File: config.mk
export PLATFORM = sky130hd
export DESIGN_NAME = alu_result_skid_flat
export DESIGN_NICKNAME = d
export VERILOG_FILES = /design/src/rtl/alu_result_skid_if.sv /design/src/rtl/alu_result_skid.sv /design/src/flat_wrapper.sv
export SDC_FILE = /design/constraint.sdc
export NUM_CORES = 1
export LEC_CHECK = 0
export CELL_PAD_IN_SITES_DETAIL_PLACEMENT = 1
export CELL_PAD_IN_SITES_GLOBAL_PLACEMENT = 1
export CORE_ASPECT_RATIO = 1.25
export CORE_MARGIN = 2
export CORE_UTILIZATION = 35
export DETAILED_ROUTE_END_ITERATION = 10
export GPL_TIMING_DRIVEN = 0
export HOLD_SLACK_MARGIN = 0.06
export PLACE_DENSITY_LB_ADDON = 0.1
export SLEW_MARGIN = 10
export SYNTH_ARGS = -nofsm -noshare
export SYNTH_HDL_FRONTEND = slang
export SYNTH_SLANG_ARGS = --single-unit
export TNS_END_PERCENT = 30
File: constraint.sdc
create_clock -name clk -period 5 [get_ports clk]
set_input_delay 0.5 -clock clk [delete_from_list [all_inputs] [get_ports clk]]
set_output_delay 0.5 -clock clk [all_outputs]
set_load 0.05 [all_outputs]
File: src/rtl/alu_result_skid_if.sv
// alu_result_skid_if
//   Handshake bundle between the DPA2 adder/ALU, the result skid stage and
//   the writeback consumer.
//   Upstream side : in_valid/in_ready plus the adder result
//                   (in_sum, in_cout, in_neg, in_ovf, in_zero, in_aluop).
//   Downstream side: out_valid/out_ready plus the registered result
//                    (out_sum, out_flags={cout,neg,ovf,zero}, out_aluop).
//   slave  : view taken by the skid stage.
//   master : view taken by whoever drives the adder side and consumes results.
interface alu_result_skid_if #(
  parameter int N = 32
);
  logic         in_valid;
  logic         in_ready;
  logic [N-1:0] in_sum;
  logic         in_cout;
  logic         in_neg;
  logic         in_ovf;
  logic         in_zero;
  logic [4:0]   in_aluop;
  logic         out_valid;
  logic         out_ready;
  logic [N-1:0] out_sum;
  logic [3:0]   out_flags;
  logic [4:0]   out_aluop;

  modport slave (
    input  in_valid, in_sum, in_cout, in_neg, in_ovf, in_zero, in_aluop, out_ready,
    output in_ready, out_valid, out_sum, out_flags, out_aluop
  );

  modport master (
    output in_valid, in_sum, in_cout, in_neg, in_ovf, in_zero, in_aluop, out_ready,
    input  in_ready, out_valid, out_sum, out_flags, out_aluop
  );
endinterface

File: src/rtl/alu_result_skid.sv
// alu_result_skid
//   Registered output stage behind the combinational DPA2 adder/ALU.
//   A 2-entry skid buffer (main + skid) gives upstream a registered ready and
//   never drops a result under downstream back-pressure. Order is FIFO.
//   Also tracks a sticky overflow bit, a saturating retired-op counter and a
//   zero-flag consistency pulse.
// Ports
//   clk, rst_n  : clock (rising edge), asynchronous active-low reset
//   bus         : alu_result_skid_if.slave (adder result in, registered result out)
//   sticky_clr  : synchronous clear of sticky_ovf (a same-cycle set wins)
//   sticky_ovf  : set once any retired beat carried ovf=1
//   op_count    : retired beats, saturating at 2^CW-1
//   zero_err    : one-cycle pulse, accepted beat had in_zero != (in_sum==0)
module alu_result_skid #(
  parameter int N  = 32,
  parameter int CW = 16
) (
  input  logic          clk,
  input  logic          rst_n,
  alu_result_skid_if.slave bus,
  input  logic          sticky_clr,
  output logic          sticky_ovf,
  output logic [CW-1:0] op_count,
  output logic          zero_err
);

  // flags packed as {cout,neg,ovf,zero}
  typedef struct packed {
    logic [N-1:0] sum;
    logic [3:0]   flags;
    logic [4:0]   aluop;
  } beat_t;

  beat_t in_beat, main_q, main_d, skid_q, skid_d;
  logic  main_v, main_v_d, skid_v, skid_v_d;
  logic  accept, retire, zero_mismatch;

  assign in_beat = {bus.in_sum, bus.in_cout, bus.in_neg, bus.in_ovf, bus.in_zero, bus.in_aluop};

  // Ready comes straight from the skid-valid flop: no path from out_ready.
  assign bus.in_ready  = !skid_v;
  assign bus.out_valid = main_v;
  assign bus.out_sum   = main_q.sum;
  assign bus.out_flags = main_q.flags;
  assign bus.out_aluop = main_q.aluop;

  assign accept = bus.in_valid & !skid_v;
  assign retire = main_v & bus.out_ready;
  assign zero_mismatch = bus.in_zero != (bus.in_sum == '0);

  always_comb begin
    main_d   = main_q;
    skid_d   = skid_q;
    main_v_d = main_v;
    skid_v_d = skid_v;
    if (!main_v) begin
      // skid is always empty when main is empty
      if (accept) begin
        main_d   = in_beat;
        main_v_d = 1'b1;
      end
    end else if (retire) begin
      if (skid_v) begin
        // in_ready is low here, so no accept can collide with the refill
        main_d   = skid_q;
        skid_v_d = 1'b0;
      end else if (accept) begin
        main_d = in_beat;
      end else begin
        main_v_d = 1'b0;
      end
    end else if (accept) begin
      skid_d   = in_beat;
      skid_v_d = 1'b1;
    end
  end

  always_ff @(posedge clk or negedge rst_n) begin
    if (!rst_n) begin
      main_q <= '0;
      skid_q <= '0;
      main_v <= 1'b0;
      skid_v <= 1'b0;
    end else begin
      main_q <= main_d;
      skid_q <= skid_d;
      main_v <= main_v_d;
      skid_v <= skid_v_d;
    end
  end

  always_ff @(posedge clk or negedge rst_n) begin
    if (!rst_n) begin
      sticky_ovf <= 1'b0;
      op_count   <= '0;
      zero_err   <= 1'b0;
    end else begin
      // set has priority over clear
      if (retire && main_q.flags[1]) sticky_ovf <= 1'b1;
      else if (sticky_clr)           sticky_ovf <= 1'b0;
      if (retire && (op_count != {CW{1'b1}})) op_count <= op_count + CW'(1);
      // flagged only; the beat itself is stored untouched
      zero_err <= accept && zero_mismatch;
    end
  end

endmodule

File: src/flat_wrapper.sv
// flat-port wrapper written by rule: the top's interface ports become plain ports
module alu_result_skid_flat 
#(
  parameter int N  = 32,
  parameter int CW = 16
)
  (clk, rst_n, sticky_clr, sticky_ovf, op_count, zero_err, bus_in_valid, bus_in_sum, bus_in_cout, bus_in_neg, bus_in_ovf, bus_in_zero, bus_in_aluop, bus_out_ready, bus_in_ready, bus_out_valid, bus_out_sum, bus_out_flags, bus_out_aluop);
  alu_result_skid_if #(.N(N)) bus_i ();
  input  logic clk;
  input  logic rst_n;
  input  logic sticky_clr;
  output logic sticky_ovf;
  output logic [CW-1:0] op_count;
  output logic zero_err;
  input wire logic [$bits(bus_i.in_valid)-1:0] bus_in_valid;
  input wire logic [$bits(bus_i.in_sum)-1:0] bus_in_sum;
  input wire logic [$bits(bus_i.in_cout)-1:0] bus_in_cout;
  input wire logic [$bits(bus_i.in_neg)-1:0] bus_in_neg;
  input wire logic [$bits(bus_i.in_ovf)-1:0] bus_in_ovf;
  input wire logic [$bits(bus_i.in_zero)-1:0] bus_in_zero;
  input wire logic [$bits(bus_i.in_aluop)-1:0] bus_in_aluop;
  input wire logic [$bits(bus_i.out_ready)-1:0] bus_out_ready;
  output wire logic [$bits(bus_i.in_ready)-1:0] bus_in_ready;
  output wire logic [$bits(bus_i.out_valid)-1:0] bus_out_valid;
  output wire logic [$bits(bus_i.out_sum)-1:0] bus_out_sum;
  output wire logic [$bits(bus_i.out_flags)-1:0] bus_out_flags;
  output wire logic [$bits(bus_i.out_aluop)-1:0] bus_out_aluop;
  assign bus_i.in_valid = bus_in_valid;
  assign bus_i.in_sum = bus_in_sum;
  assign bus_i.in_cout = bus_in_cout;
  assign bus_i.in_neg = bus_in_neg;
  assign bus_i.in_ovf = bus_in_ovf;
  assign bus_i.in_zero = bus_in_zero;
  assign bus_i.in_aluop = bus_in_aluop;
  assign bus_i.out_ready = bus_out_ready;
  assign bus_in_ready = bus_i.in_ready;
  assign bus_out_valid = bus_i.out_valid;
  assign bus_out_sum = bus_i.out_sum;
  assign bus_out_flags = bus_i.out_flags;
  assign bus_out_aluop = bus_i.out_aluop;
  alu_result_skid #(.N(N), .CW(CW)) u_core (.clk(clk), .rst_n(rst_n), .bus(bus_i), .sticky_clr(sticky_clr), .sticky_ovf(sticky_ovf), .op_count(op_count), .zero_err(zero_err));
endmodule
==> results.toml, run 1 <==
[cts]
clock_sinks = 102
h-tree-depth = 3
cts_buffers = 9
path_clk_slew_ns = 0.07
cts_setup_buffers = 0
clock_insertion_delay_worst_skew_ns = 0.34
clockRootBuffer = "clkbuf_16"
cts_tree = "done"
post_cts_resized = 0
hold_buffers = 0
cts.path.max_buffers = 2

[floorplan]
io_pins = 107
dieArea_um2 = 13200
rows = 45
initial_core_util_pct = 35.6
core_area_um2 = 12000
die_w_um = 103
die_h_um = 128

[drt]
vias = 3345
via_per_inst = 5.10
drc = 0
wl_per_cell_um = 17.7
first_pass_iters = 4
ant_nets = 0
drt-initial-drc-count = 91
wl_um = 11600

[hold_path]
min_path_type = "input port to async pin"

[yosys]
synthCells = 371
yosysWarnings = 0
ys_types = 28
ys_ff_latch = 102
syn-cell-area_um2 = 4290
synth_nets = 418
avgSynthCellArea_um2 = 11.6
synth-seq-area-share_pct = 59.5

[global_route]
antenna_found_initial = 0
overflow = 0
grt_max_degree = 58
grt_pass1_wl_um = 19200
track_usage_pct = 18.9
grt_pass1_vias = 3661

[layout]
fill_cells = 1358
instances_no_fill = 656
num_antenna_cells = 0
drive_above_1_share_pct = 13.4
finish.utilization_pct = 48.6
nets = 536
syn2layout_area_growth_pct = 36.3

[sta]
rsz0062_at_grt = "no"
period_minus_slack_ns = 2.37
hold_violations = 0
final.setup.tns_ns = 0
skew_ns = 0.00647
max_freq_mhz = 422
slew_headroom_pct = 63.1
hold_ws_ns = 0.0788
drv_slew = 0
worstMarginPinSlew_ns = 0.554
fin_crit_sh_pct = 47.4
setup_viol = 0

[critical_path]
crit_type = "input port to flip-flop"
cp-end-kind = "flip-flop"
cp.required_ns = 5.26
cp_max_fo = 10
critPathLaunchType = "input port"
arrival_ns = 2.63

[pwr]
finalPower_mw = 4.13
power_density_nw_per_um2 = 706
ir_worst_vdd_v = 0.000307
leakagePower_nw = 2.35

[placement]
dp_hpwl_um = 8380
numPortBuffers = 106
post-place-cells = 642
place_congestion = 0.801

[status]
outcome = "finished clean"

[job]
drv_cap = 0
-- cell families after synthesis --
group	count (synthesis)	synth area share [%]
compound gates	93	13.2
xor+xnor	14	2.86
fa+ha+maj	1	0.291
buf+inv	29	2.71
flops	102	59.5
mux	42	11.0
simple gates	90	10.4
-- layout by cell type, fill, tap and decap left out, drive strengths merged --
master / count
clkinvlp: 2
mux2: 42
buf: 8
clkbuf: 30
nor3: 4
nand4: 6
nor4: 9
and3: 3
o22ai: 41
xor2: 10
nand3: 9
nand2b: 2
a21oi: 44
nor2: 44
nor3b: 1
inv: 3
clkinv: 2
dfrtp: 102
nor4b: 1
ha: 1
and4: 4
a21boi: 1
nand2: 5
or3: 2
a311oi: 1
a2111oi: 2
clkdlybuf4s50: 105
o21ai: 4
xnor2: 4
-- cell type report --
cell class	instances	area [um^2]	area share (%)
buffer	26	105	1.80
sequential	102	2550	43.6
multi-input combinational	240	1620	27.7
inverter	3	11.3	0.192
clock inverter	4	25.0	0.428
clock buffer	10	239	4.08
tap	164	205	3.51
timing repair buffer	107	1090	18.6
-- per-layer routing --
| layer | vias to the layer above | wire (um) | global-route usage (%) |
|---|---|---|---|
| met3 | 10 | 344 | 3.76 |
| li1 | 1579 | - | - |
| met4 | 0 | 133 | 5.80 |
| met2 | 61 | 6040 | 32.0 |
| met5 | - | 0 | 0 |
| met1 | 1695 | 5080 | 24.4 |
-- final timing paths --
path                       slack, ns  cells past startpoint               endpoint                 start
setup / recovery                2.63                      7  u_core.bus.out_sum[5]         bus_out_ready
hold / removal                  0.08                      1  u_core.bus.out_sum[5]                 rst_n
setup reg to reg                2.92                      6  u_core.bus.out_sum[5]  u_core.bus.out_valid
hold reg to reg                 0.50                      1    u_core.op_count[11]   u_core.op_count[11]
max in group asynchronous       4.29                      2      u_core.skid_q[31]                 rst_n
min in group clk                0.50                      1    u_core.op_count[11]   u_core.op_count[11]
-- power by group --
group	switching (mW)	leakage, nW	total (mW)	internal [mW]
Clock	0.293	0.126	0.637	0.344
Sequential	0.231	1.21	1.44	1.21
Combinational	1.30	1.01	2.06	0.754
-- registers in the layout, indices dropped and copies added, names as in the netlist --
signal                flops
u_core.bus.out_aluop      5
u_core.bus.out_flags      4
u_core.bus.out_sum       32
u_core.bus.out_valid      1
u_core.op_count          16
u_core.skid_q            41
u_core.skid_v             1
u_core.sticky_ovf         1
u_core.zero_err           1
-- stage by stage --
| step | setup slack, ns | area, um^2 |
|---|---|---|
| floorplan | 2.87 | 4290 |
| global placement | -0.638 | 5560 |
| detailed placement | 2.20 | 5590 |
| CTS | 2.57 | 5850 |
| global route | 2.33 | 5850 |
| finish | 2.63 | 5850 |
-- worst max-delay path, cell delays in order --
cell and delay (ns):
clkdlybuf4s50_1 0.57, nand2b_1 0.14, clkbuf_1 0.31, a21boi_1 0.38
clkbuf_1 0.48, nor2_1 0.10, a21oi_1 0.15
-- Yosys cell counts (all sizes together) --
| cell | number | area share, % |
|---|---|---|
| a2111oi | 2 | 1.3 |
| a21boi | 1 | 0.17 |
| a21oi | 44 | 5.1 |
| a311oi | 1 | 0.20 |
| and3 | 3 | 0.44 |
| and4 | 4 | 0.82 |
| buf | 6 | 0.70 |
| clkbuf | 20 | 1.7 |
| dfrtp | 102 | 59 |
| ha | 1 | 0.29 |
| inv | 3 | 0.26 |
| mux2 | 42 | 11 |
| nand2 | 5 | 0.50 |
| nand2b | 2 | 0.29 |
| nand3 | 9 | 1.0 |
| nand4 | 6 | 0.87 |
| nor2 | 44 | 3.8 |
| nor3 | 4 | 0.47 |
| nor3b | 1 | 0.17 |
| nor4 | 9 | 1.3 |
| nor4b | 1 | 0.35 |
| o21ai | 4 | 0.47 |
| o22ai | 41 | 6.0 |
| or3 | 2 | 0.29 |
| xnor2 | 4 | 0.82 |
| xor2 | 10 | 2.0 |
Power figures use the tool's default switching activity.
==> inputs of run 2 (changes only) <==
==> constraint.sdc (replaced) <==
create_clock -name clk -period 2.1 [get_ports clk]
set_input_delay 0.21 -clock clk [delete_from_list [all_inputs] [get_ports clk]]
set_output_delay 0.21 -clock clk [all_outputs]
set_load 0.05 [all_outputs]
==> run 2 against run 1 <==
- utilization is 0.33 points higher
- largest power group unchanged
- final area rose by 0.68%
- critical endpoint is now u_core.op_count[1]
- clock skew grew 0.0029 ns
- die area is the same
- count of clock-buffer cells in the layout grew 3
- via count grew 2.7%
- critical path depth fell by 1
- largest cell class unchanged
- flip-flop and latch count is the same
- highest routed layer unchanged
- setup slack worse by 2.5 ns
- first-iteration DRC count increased by 6.6%
- register-to-register slack lost 2.8 ns
==> results.toml, run 2 (synthesis results as in run 1) <==
[layout]
syn2layout_area_growth_pct = 37.3
layout_common_cells = "clkdlybuf4s50_1 (105), dfrtp_1 (100), a21oi_1 (44), nor2_1 (42), o22ai_1 (41)"
num_antenna_cells = 0
fill_cells = 1328
stdcell_area_um2 = 5890
nets = 537
mostFrequentLayoutCell = "clkdlybuf4s50_1"
multi_input_area_um2 = 1640
largest_reg_flops = 41
regArea_um2 = 2550
top_register = "u_core.skid_q"
drive_above_1_share_pct = 15.2

[pwr]
leakagePower_nw = 2.37
switchingPower_mw = 4.37
ir_worst_vdd_v = 0.000694
combPwrFrac_pct = 49.6
p_clk_share_pct = 15.7
power_frac_seq_pct = 34.7
power_density_nw_per_um2 = 1680
power.internal_mw = 5.53
swShare_pct = 44.1

[cts]
clockRootBuffer = "clkbuf_16"
cts_tree = "done"
h-tree-depth = 3
cts.path.max_buffers = 2
cts_buffers = 9
clock_sinks = 102
path_clk_slew_ns = 0.07
clock_insertion_delay_worst_skew_ns = 0.35

[critical_path]
cp-end-kind = "flip-flop"
crit_type = "flip-flop to flip-flop"
arrival_ns = 2.20
critPathLaunchType = "flip-flop"
cp.required_ns = 2.33
cp_max_fo = 9

[placement]
place_ws_ns = -0.440
placed_cell_area_um2 = 5590
numPortBuffers = 106
place_congestion = 0.798
dp_hpwl_um = 8280

[job]
drv_cap = 0

[floorplan]
dieArea_um2 = 13200
initial_core_util_pct = 35.6
die_h_um = 128
rows = 45
die_w_um = 103
io_pins = 107
core_area_um2 = 12000

[global_route]
grt_pass1_wl_um = 18700
track_usage_pct = 18.5
antenna_found_initial = 0
grt_max_degree = 53
overflow = 0
grt_pass1_vias = 3599

[sta]
max_freq_mhz = 510
slew_headroom_pct = 63.2
fin_crit_sh_pct = 93.4
hold_ws_ns = 0.376
worstMarginPinSlew_ns = 0.552
setup_ws_ns = 0.138
skew_ns = 0.00936
drv_slew = 0
rsz0062_at_grt = "no"
setup_viol = 0
period_minus_slack_ns = 1.96
hold_violations = 0

[hold_path]
min_path_type = "input port to async pin"

[drt]
via_per_inst = 5.21
drt-initial-drc-count = 97
vias = 3434
wl_per_cell_um = 17.6
first_pass_iters = 4
wl_um = 11600
drc = 0
ant_nets = 0

[status]
outcome = "finished clean"
-- run 2: cell types whose count changed in the layout (fill, tap and decap cells not counted), sizes merged --
cell	delta
clkbuf	+3
dlygate4sd3	+1
clkinvlp	-1
-- run 2: per-layer routing --
| metal | part of all wire [%] | routed length, um | GRT usage, % | vias up |
|---|---|---|---|---|
| met5 | 0 | 0 | 0 | - |
| met4 | 1.8 | 205 | 7.20 | 0 |
| met3 | 2.8 | 320 | 2.40 | 11 |
| met2 | 52 | 5980 | 30.9 | 70 |
| met1 | 44 | 5060 | 24.3 | 1764 |
| li1 | - | - | - | 1589 |
-- run 2: through the flow --
| stage | utilization [%] | TNS [ns] | power, mW | std cells |
|---|---|---|---|---|
| after global routing | 48.9 | 0 | 10.5 | 659 |
| after detailed placement | 46.4 | -23.85 | 8.42 | 642 |
| final | 48.9 | 0 | 9.89 | 659 |
| after global placement | 46.1 | -356.45 | 8.29 | 641 |
| after CTS | 48.8 | 0 | 10.0 | 659 |
| after floorplan | - | 0 | 6.66 | 371 |
-- run 2: area by class of cell --
| cell class | count | area share, % |
|---|---|---|
| Tap cell | 164 | 3.48 |
| Buffer | 26 | 1.87 |
| Multi-Input combinational cell | 240 | 27.8 |
| Clock inverter | 3 | 0.361 |
| Sequential cell | 102 | 43.4 |
| Inverter | 3 | 0.191 |
| Clock buffer | 13 | 4.25 |
| Timing Repair Buffer | 108 | 18.7 |
-- run 2: worst paths after layout --
path / start / to / slack (ns) / cells after the start
setup / recovery: u_core.op_count[0] / u_core.op_count[1] / 0.14 / 6
hold / removal: rst_n / u_core.bus.out_sum[2] / 0.38 / 2
setup reg to reg: u_core.op_count[0] / u_core.op_count[1] / 0.14 / 6
hold reg to reg: u_core.op_count[11] / u_core.op_count[11] / 0.49 / 1
max in group asynchronous: rst_n / u_core.op_count[1] / 1.07 / 3
min in group clk: sticky_clr / u_core.sticky_ovf / 0.45 / 2
-- run 2: what timing repair did --
item / CTS / global route
endpoints found under the setup margin: 39 / 77
hold buffers: 1 / 0
endpoints found under the hold margin: 51 / 0
setup buffers: 0 / 0
gates resized for setup: 4 / 4
-- run 2: worst max-delay path, stage by stage, from the launching register on --
cell and delay, ns:
dfrtp_2 0.43, ha_1 0.24, and4_1 0.29, and4_1 0.22
buf_2 0.18, nor2_2 0.13, mux2_2 0.35
-- run 2: power by group through the flow --
stage	Clock, mW	Combinational, mW	Sequential [mW]
4_1_cts	1.59	4.97	3.45
3_3_place_gp	0	4.86	3.43
5_1_grt	1.69	5.29	3.55
3_5_place_dp	0	4.94	3.48
6_report	1.55	4.91	3.43
2_1_floorplan	0	1.64	5.01
==> inputs of run 3 (changes only) <==
==> constraint.sdc (replaced) <==
create_clock -name clk -period 1.8 [get_ports clk]
set_input_delay 0.18 -clock clk [delete_from_list [all_inputs] [get_ports clk]]
set_output_delay 0.18 -clock clk [all_outputs]
set_load 0.05 [all_outputs]
==> run 3 against run 2 <==
- via count shrank 2.9%
- utilization is 0.92 points higher
- highest routed layer unchanged
- first-iteration DRC count fell by 9.3%
- sequential power up 17%
- combinational power up 17%
- die area is the same
- final area is 1.9% higher
- register-to-register slack worse by 0.09 ns
- final cell count fell by 0.30%
- setup slack got worse by 0.097 ns
==> results.toml, run 3 (synthesis results as in run 1) <==
[global_route]
grt_pass1_wl_um = 18700
overflow = 0
antenna_found_initial = 0
grt_max_degree = 83
grt_pass1_vias = 3643
track_usage_pct = 18.6

[cts]
path_clk_slew_ns = 0.07
h-tree-depth = 3
cts.path.max_buffers = 2
clock_insertion_delay_worst_skew_ns = 0.35
clockRootBuffer = "clkbuf_16"
cts_setup_buffers = 0
cts_tree = "done"
cts_buffers = 9
clock_sinks = 102

[sta]
period_minus_slack_ns = 1.76
drv_slew = 0
max_freq_mhz = 568
worstMarginPinSlew_ns = 0.558
setup_viol = 0
skew_ns = 0.00819
hold_violations = 0
slew_headroom_pct = 62.7
rsz0062_at_grt = "yes"
fin_crit_sh_pct = 97.7

[layout]
top_register = "u_core.skid_q"
syn2layout_area_growth_pct = 39.9
nets = 535
instances_no_fill = 657
finish.utilization_pct = 49.8
largest_reg_flops = 41
num_antenna_cells = 0
mostFrequentLayoutCell = "clkdlybuf4s50_1"
drive_above_1_share_pct = 19.1
layout_common_cells = "clkdlybuf4s50_1 (95), dfrtp_1 (89), a21oi_1 (44), nor2_1 (42), o22ai_1 (41)"

[floorplan]
die_w_um = 103
initial_core_util_pct = 35.6
rows = 45
die_h_um = 128
core_area_um2 = 12000
io_pins = 107
dieArea_um2 = 13200

[critical_path]
r2r_setup_slack_ns = 0.05
cp-end-kind = "output port"
crit_family = "buffers and inverters"
critPathLaunchType = "flip-flop"
arrival_ns = 1.58
max_stage_delay_ns = 0.82
cp.required_ns = 1.62
crit_chain = "clkdlybuf4s50_1"
cp_max_fo = 6
critPathSlowestCell = "clkdlybuf4s50_1"
crit_buf_inv = 1
crit_type = "flip-flop to output port"

[placement]
post-place-cells = 642
place_congestion = 0.750
numPortBuffers = 106
dp_hpwl_um = 8100

[drt]
via_per_inst = 5.08
drc = 0
wl_um = 11300
wl_met3_um = 558
drt-initial-drc-count = 88
wl_per_cell_um = 17.1
m1WireLength_um = 4750
routed-wl-met2_um = 5810
ant_nets = 0
highest-signal-layer = "met4"
vias = 3336
first_pass_iters = 4

[hold_path]
min_path_type = "input port to async pin"

[pwr]
power_density_nw_per_um2 = 1960
leakagePower_nw = 2.49
finalPower_mw = 11.8
ir_worst_vdd_v = 0.00117

[status]
outcome = "finished clean"

[job]
drv_cap = 0
[run 3: changes by cell type in the layout (fill, tap and decap cells not counted), moves of 5 or more]
cell | before | now
dfrtp_1 | 100 | 89
dfrtp_2 | 2 | 13
clkdlybuf4s50_1 | 105 | 95
clkbuf_1 | 19 | 13
dlymetal6s2s_1 | 0 | 6
buf_2 | 6 | 1
[run 3: layer usage]
| metal | track usage [%] | vias up |
|---|---|---|
| met4 | 6.50 | 0 |
| met2 | 31.6 | 60 |
| li1 | - | 1588 |
| met1 | 22.8 | 1678 |
| met5 | 0 | - |
| met3 | 4.42 | 10 |
[run 3: worst paths after layout]
check / startpoint / end / cells past startpoint
worst max-delay path: u_core.op_count[3] / op_count[3] / 1
worst min-delay path: rst_n / u_core.bus.out_sum[13] / 2
worst max register to register: u_core.op_count[5] / u_core.op_count[1] / 6
worst min register to register: u_core.op_count[11] / u_core.op_count[11] / 1
max in group asynchronous: rst_n / u_core.op_count[5] / 3
min in group clk: sticky_clr / u_core.sticky_ovf / 2
[run 3: area by class of cell]
cell class              instances  area [um^2]
clock buffers                  13          270
flip-flops and latches        102         2570
multi-input cells             240         1670
well taps                     164          205
plain buffers                  24          121
clock inverters                 3         42.5
repair buffers                108         1110
inverters                       3         11.3
fillers                      1308         6050
[run 3: through the flow]
stage	TNS (ns)	hold slack [ns]	instance area [um^2]	setup slack, ns
floorplan	-0.000750	-0.116	4340	-0.000750
global placement	-402.58	0.465	5610	-3.88
detailed placement	-46.19	0.0435	5640	-0.671
CTS	-0.0788	0.239	5980	-0.0249
global route	-0.293	0.266	6000	-0.0605
finish	0	0.250	6000	0.0409
[run 3: where the power goes]
part	internal, mW	total [mW]	switching [mW]	leakage (nW)
clock network	1.19	2.02	0.833	0.152
registers	3.37	4.01	0.645	1.19
logic	2.13	5.75	3.62	1.14
[run 3: repair_timing]
action,in CTS,in global routing
hold endpoints to repair,102,0
hold buffers,1,0
setup endpoints to repair,84,98
resized for setup,15,13
